### config.mk
export PLATFORM = sky130hd
export DESIGN_NAME = spi_aes_slave_frontend_flat
export DESIGN_NICKNAME = d
export VERILOG_FILES = /design/src/rtl/spi_aes_slave_frontend_if.sv /design/src/rtl/spi_aes_slave_frontend.sv /design/src/flat_wrapper.sv
export SDC_FILE = /design/constraint.sdc
export NUM_CORES = 1
export LEC_CHECK = 0
export CORE_ASPECT_RATIO = 0.75
export CORE_MARGIN = 2
export CORE_UTILIZATION = 50
export CTS_CLUSTER_SIZE = 14
export DETAILED_ROUTE_END_ITERATION = 16
export PLACE_DENSITY = 0.84
export SYNTH_ARGS = -nofsm -noshare
export SYNTH_HDL_FRONTEND = slang
export SYNTH_SLANG_ARGS = --single-unit
### constraint.sdc
create_clock -name clk -period 2.9 [get_ports clk]
set_clock_uncertainty 0.15 [all_clocks]
set_input_delay 0.58 -clock clk [delete_from_list [all_inputs] [get_ports clk]]
set_output_delay 0.58 -clock clk [all_outputs]
set_load 0.03 [all_outputs]
### src/rtl/spi_aes_slave_frontend_if.sv
`default_nettype none
// ------------------------------------------------------------------
// spi_aes_slave_frontend_if : SPI link + AES core handshake bundle
// Rev 1.0
// ------------------------------------------------------------------
interface spi_aes_slave_frontend_if #(
  parameter int NK = 4
);
  localparam int KEY_W = NK * 32;

  logic             cs;
  logic             mosi;
  logic             mode;
  logic             miso;
  logic             core_start;
  logic [127:0]     core_msg;
  logic [KEY_W-1:0] core_key;
  logic             core_done;
  logic [127:0]     core_result;
  logic             result_ready;
  logic             frame_err;

  modport slave (
    input  cs, mosi, mode, core_done, core_result,
    output miso, core_start, core_msg, core_key, result_ready, frame_err
  );

  modport master (
    output cs, mosi, mode, core_done, core_result,
    input  miso, core_start, core_msg, core_key, result_ready, frame_err
  );
endinterface
`default_nettype wire

### src/rtl/spi_aes_slave_frontend.sv
`default_nettype none
// ------------------------------------------------------------------
// spi_aes_slave_frontend : LSB-first SPI deserializer/serializer for AES core
// Rev 1.0
// ------------------------------------------------------------------
module spi_aes_slave_frontend #(
  parameter int NK    = 4,
  parameter int MSG_W = 128
) (
  input  logic                     clk,
  input  logic                     reset,
  spi_aes_slave_frontend_if.slave  bus
);
  localparam int KEY_W = NK * 32;
  localparam int CNT_W = $clog2((KEY_W > MSG_W) ? KEY_W : MSG_W);
  localparam int IDX_W = $clog2(MSG_W);

  localparam logic [2:0] S_IDLE      = 3'd0;
  localparam logic [2:0] S_RX_MSG    = 3'd1;
  localparam logic [2:0] S_RX_KEY    = 3'd2;
  localparam logic [2:0] S_WAIT_CORE = 3'd3;
  localparam logic [2:0] S_HOLD      = 3'd4;
  localparam logic [2:0] S_TX        = 3'd5;
  localparam logic [2:0] S_DONE      = 3'd6;

  logic [2:0]       state_q, state_d;
  logic [CNT_W-1:0] cnt_q, cnt_d;
  logic [MSG_W-1:0] msg_q, msg_d;
  logic [KEY_W-1:0] key_q, key_d;
  logic [MSG_W-1:0] core_msg_q, core_msg_d;
  logic [KEY_W-1:0] core_key_q, core_key_d;
  logic [MSG_W-1:0] result_q, result_d;
  logic             miso_q, miso_d;
  logic             start_q, start_d;
  logic             ready_q, ready_d;
  logic             err_q, err_d;

  logic rx_abort;
  logic msg_last;
  logic key_last;

  assign rx_abort = bus.cs | bus.mode;
  assign msg_last = (cnt_q == CNT_W'(MSG_W - 1));
  assign key_last = (cnt_q == CNT_W'(KEY_W - 1));

  always_ff @(posedge clk) begin
    if (reset) begin
      state_q    <= S_IDLE;
      cnt_q      <= '0;
      msg_q      <= '0;
      key_q      <= '0;
      core_msg_q <= '0;
      core_key_q <= '0;
      result_q   <= '0;
      miso_q     <= 1'b0;
      start_q    <= 1'b0;
      ready_q    <= 1'b0;
      err_q      <= 1'b0;
    end else begin
      state_q    <= state_d;
      cnt_q      <= cnt_d;
      msg_q      <= msg_d;
      key_q      <= key_d;
      core_msg_q <= core_msg_d;
      core_key_q <= core_key_d;
      result_q   <= result_d;
      miso_q     <= miso_d;
      start_q    <= start_d;
      ready_q    <= ready_d;
      err_q      <= err_d;
    end
  end

  always_comb begin
    state_d = state_q;
    case (state_q)
      S_IDLE:      if (!bus.cs && !bus.mode) state_d = S_RX_MSG;
      S_RX_MSG:    if (rx_abort) state_d = S_IDLE;
                   else if (msg_last) state_d = S_RX_KEY;
      S_RX_KEY:    if (rx_abort) state_d = S_IDLE;
                   else if (key_last) state_d = S_WAIT_CORE;
      S_WAIT_CORE: if (bus.core_done) state_d = (bus.mode && !bus.cs) ? S_TX : S_HOLD;
      S_HOLD:      if (!bus.cs && bus.mode) state_d = S_TX;
      S_TX:        if (!bus.cs && msg_last) state_d = S_DONE;
      S_DONE:      if (bus.cs) state_d = S_IDLE;
      default:     state_d = S_IDLE;
    endcase
  end

  // Bits enter at the MSB end and shift down, so the first bit lands at index 0.
  always_comb begin
    cnt_d      = cnt_q;
    msg_d      = msg_q;
    key_d      = key_q;
    core_msg_d = core_msg_q;
    core_key_d = core_key_q;
    result_d   = result_q;
    miso_d     = miso_q;
    start_d    = 1'b0;
    ready_d    = ready_q;
    err_d      = 1'b0;
    case (state_q)
      S_IDLE: begin
        if (!bus.cs && !bus.mode) begin
          msg_d = {bus.mosi, msg_q[MSG_W-1:1]};
          cnt_d = CNT_W'(1);
        end
      end
      S_RX_MSG: begin
        if (rx_abort) begin
          err_d = 1'b1;
        end else begin
          msg_d = {bus.mosi, msg_q[MSG_W-1:1]};
          cnt_d = msg_last ? '0 : cnt_q + 1'b1;
        end
      end
      S_RX_KEY: begin
        if (rx_abort) begin
          err_d = 1'b1;
        end else begin
          key_d = {bus.mosi, key_q[KEY_W-1:1]};
          cnt_d = cnt_q + 1'b1;
          if (key_last) begin
            core_msg_d = msg_q;
            core_key_d = {bus.mosi, key_q[KEY_W-1:1]};
            start_d    = 1'b1;
            cnt_d      = '0;
          end
        end
      end
      S_WAIT_CORE: begin
        if (bus.core_done) begin
          result_d = bus.core_result;
          ready_d  = 1'b1;
          cnt_d    = '0;
        end
      end
      S_HOLD: begin
        if (!bus.cs && bus.mode) cnt_d = '0;
      end
      // While cs is high the counter and miso simply hold, so read-back resumes.
      S_TX: begin
        if (!bus.cs) begin
          miso_d = result_q[cnt_q[IDX_W-1:0]];
          cnt_d  = cnt_q + 1'b1;
        end
      end
      S_DONE: begin
        miso_d  = 1'b0;
        ready_d = 1'b0;
        cnt_d   = '0;
      end
      default: begin
        cnt_d = '0;
      end
    endcase
  end

  assign bus.miso         = miso_q;
  assign bus.core_start   = start_q;
  assign bus.core_msg     = core_msg_q;
  assign bus.core_key     = core_key_q;
  assign bus.result_ready = ready_q;
  assign bus.frame_err    = err_q;
endmodule
`default_nettype wire
### src/flat_wrapper.sv
// flat-port wrapper written by rule: the top's interface ports become plain ports
module spi_aes_slave_frontend_flat 
#(
  parameter int NK    = 4,
  parameter int MSG_W = 128
)
  (clk, reset, bus_cs, bus_mosi, bus_mode, bus_core_done, bus_core_result, bus_miso, bus_core_start, bus_core_msg, bus_core_key, bus_result_ready, bus_frame_err);
  spi_aes_slave_frontend_if #(.NK(NK)) bus_i ();
  input  logic clk;
  input  logic reset;
  input wire logic [$bits(bus_i.cs)-1:0] bus_cs;
  input wire logic [$bits(bus_i.mosi)-1:0] bus_mosi;
  input wire logic [$bits(bus_i.mode)-1:0] bus_mode;
  input wire logic [$bits(bus_i.core_done)-1:0] bus_core_done;
  input wire logic [$bits(bus_i.core_result)-1:0] bus_core_result;
  output wire logic [$bits(bus_i.miso)-1:0] bus_miso;
  output wire logic [$bits(bus_i.core_start)-1:0] bus_core_start;
  output wire logic [$bits(bus_i.core_msg)-1:0] bus_core_msg;
  output wire logic [$bits(bus_i.core_key)-1:0] bus_core_key;
  output wire logic [$bits(bus_i.result_ready)-1:0] bus_result_ready;
  output wire logic [$bits(bus_i.frame_err)-1:0] bus_frame_err;
  assign bus_i.cs = bus_cs;
  assign bus_i.mosi = bus_mosi;
  assign bus_i.mode = bus_mode;
  assign bus_i.core_done = bus_core_done;
  assign bus_i.core_result = bus_core_result;
  assign bus_miso = bus_i.miso;
  assign bus_core_start = bus_i.core_start;
  assign bus_core_msg = bus_i.core_msg;
  assign bus_core_key = bus_i.core_key;
  assign bus_result_ready = bus_i.result_ready;
  assign bus_frame_err = bus_i.frame_err;
  spi_aes_slave_frontend #(.NK(NK), .MSG_W(MSG_W)) u_core (.clk(clk), .reset(reset), .bus(bus_i));
endmodule
==> flow_summary.toml <==
[global_routing]
grt.total_usage = 0.234
grt_max_degree = 130
use_met2 = 0.371
grt_busiest_layer = "met2"
met1_usage = 0.328
grt_pass1_wl_mm = 95.9
grt_overflow_total = 0
antenna_found_initial = 0
grt_pass1_vias = 18943
grt_util_met3 = 0.0449

[sta]
relSlewSlack = 0.474
drv_slew = 0
tightestPinTransition_ns = 0.789
hold_viol_final = 0
rsz0062_at_grt = "false"
fmax_mhz = 404
period_share = 0.854
setup_viol = 0
worst_slack_ns = 0.422
setup_tns_ns = 0
min_period_ns = 2.48

[run]
maxCapViolCount = 0

[route]
dr.pass1.iters = 5
drt-initial-drc-count = 1700
routed_wl_mm = 60.1
drc = 0
drtAntennaViolNets = 0
drt-wirelength-per-cell_um = 15.3
vias_per_cell = 5.27
num_vias = 20748

[clock_tree]
cts_buffers = 57
ctsResizeCount = 0
cts_root_buf = "clkbuf_16"
cts_tree = "done"
clk_path_buf_depth = 3
clk_pin_slew_ns = 0.07
htree_levels = 2
hold_buffers = 0
post_cts.repair.setup_buffers = 0
cts.sinks = 653
clock_latency_ns = 0.60

[logic_synthesis]
netlist_area_um2 = 23700
synth_most_common_cell = "nand2_1"
avgSynthCellArea_um2 = 7.94
yosysTopAreaCellShare = 0.551
synth_enable_flop_cells = 0
synthTopCellsByArea = "dfxtp_1 (55%), nand2_1 (21%), a21oi_1 (14%), buf_2 (2.2%), mux4_2 (1.9%)"
ys_seq_area_frac = 0.551
yosys_warnings = 0
synth_top_family_by_area = "simple AND/OR/NAND/NOR gates"
netlist_top_cells_count = "nand2_1 (1297), dfxtp_1 (653), a21oi_1 (651)"
synth_top_cell_by_area = "dfxtp_1"
synth_fp_nets = 3123
synthMuxAreaShare = 0.0317
async_flop_share = 0
synth_compound_area_frac = 0.147
synthFlopType = "dfxtp_1"
yosys.cell_types.count = 44
synthAdderAreaFrac = 0.000527
synthSimpleGateAreaFrac = 0.223
netlist_instances = 2988
synth-xor-area-share = 0.00148
synth-seq-cells = 653

[power]
power_frac_comb = 0.031
powerDensity_nw_per_um2 = 564
clkPwrFrac = 0.439
power_leakage_nw = 9.59
vdd_drop_max_mv = 0.518
pwr-share-seq = 0.530
p_int_mw = 13.4
p_switching_mw = 3.53
sw_frac_of_total = 0.208

[setup_path]
critical_path_class = "register to register"
cp-start-kind = "register"
cp.arrival_ns = 2.85
worstPathRequired_ns = 3.28
endpoint_kind = "register"
critPathMaxFanout = 23

[placement]
place_worst_setup_slack_ns = 0.282
gp_congestion = 0.859
numPortBuffers = 393
dp_hpwl_mm = 38.8
place_area_um2 = 28200

[hold_path]
min_path_type = "register to register"

[cells_and_area]
drive_above_1_share = 0.0537
areaGrowthSynthToFinish_pct = 26.7
stdcell_area_um2 = 30100
antennaDiodeCount = 0
num-nets-final = 3397

[floorplanning]
die_h_um = 193
rows = 69
die_x_um = 256
die_area_um2 = 49200
start_util = 0.503
core_area_um2 = 47100
io_pins = 394

[status]
status = "finished, final reports clean"
cell type report:
type,count,area [um^2]
repair buffers,447,4730
inverters,2,7.51
clock inverters,12,116
multi-input cells,2101,9620
flip-flops and latches,653,13100
fillers,3882,17100
clock buffers,84,1700
well taps,639,800
per-stage QoR:
stage	total power [mW]	utilization	instances	hold WS, ns
finish	16.9	0.638	3938	0.302
CTS	17.1	0.638	3938	0.302
global route	17.4	0.638	3938	0.316
detailed placement	9.71	0.599	3842	0.294
floorplan	9.41	-	2988	0.282
global placement	9.71	0.599	3842	0.290
registers in the layout (all words and copies together), names as in the netlist, 3 cells and up:
name,count
u_core.msg_q,128
u_core.state_q,3
u_core.result_q,128
u_core.bus.core_msg,128
u_core.bus.core_key,128
u_core.cnt_q,7
u_core.key_q,127
cell families after synthesis:
logic type,count (synthesis)
and+or+nand+nor,1371
AOI/OAI and AO/OA,683
DFF,653
buffers and inverters,234
muxes,42
xor gates and xnor gates,4
adders and majority gates,1
path summary, 6_finish.rpt:
kind | from | slack [ns] | depth (start not counted) | end
worst max-delay path | u_core.cnt_q[1] | 0.42 | 8 | u_core.bus.core_msg[20]
worst min-delay path | u_core.bus.core_msg[64] | 0.30 | 2 | u_core.bus.core_msg[64]
worst max register to register | u_core.cnt_q[1] | 0.42 | 8 | u_core.bus.core_msg[20]
worst min register to register | u_core.bus.core_msg[64] | 0.30 | 2 | u_core.bus.core_msg[64]
power by group through the flow:
stage               sequential [mW]  clock [mW]  combinational [mW]
global route                   8.98        7.89               0.564
finish                         8.98        7.44               0.528
floorplan                      9.18           0               0.234
global placement               9.18           0               0.525
detailed placement             9.18           0               0.524
CTS                            8.98        7.56               0.527
per-layer routing:
layer	wire length (um)	up-vias
met5	0	-
met4	1180	0
met3	4140	87
met2	27200	621
met1	27600	9800
li1	-	10240
layout by cell type (no fill, tap or decap), types with 2 or more instances in the layout:
cell and n:
clkbuf_16 59, nand3_1 14, a31oi_1 2, buf_4 23, nor3_1 4, nor2_4 2
nand2_4 3, and3_1 3, clkbuf_1 12, nand2b_1 3, nand4_1 8, bufinv_16 2
nor2_1 19, clkdlybuf4s50_1 392, inv_1 2, a21oi_1 651, nand2_1 1294, clkbuf_8 13
dfxtp_2 2, mux4_2 20, mux4_1 5, o21ai_0 9, a22oi_1 10, xor2_1 4
nor2b_1 9, dfxtp_1 651, mux2i_1 16, nor4_2 2, clkinv_2 8, a211oi_1 2
buf_12 31, nor3b_1 2
worst max-delay path, cell delays in order (launching register included):
cell and delay [ns]:
dfxtp_1 0.57, ha_1 0.27, and4_1 0.25, nand3_1 0.20, nor2_4 0.26, buf_12 0.20
buf_4 0.25, nand2_1 0.09, a21oi_1 0.14
Note: power is estimated with default switching activity, not from simulation.
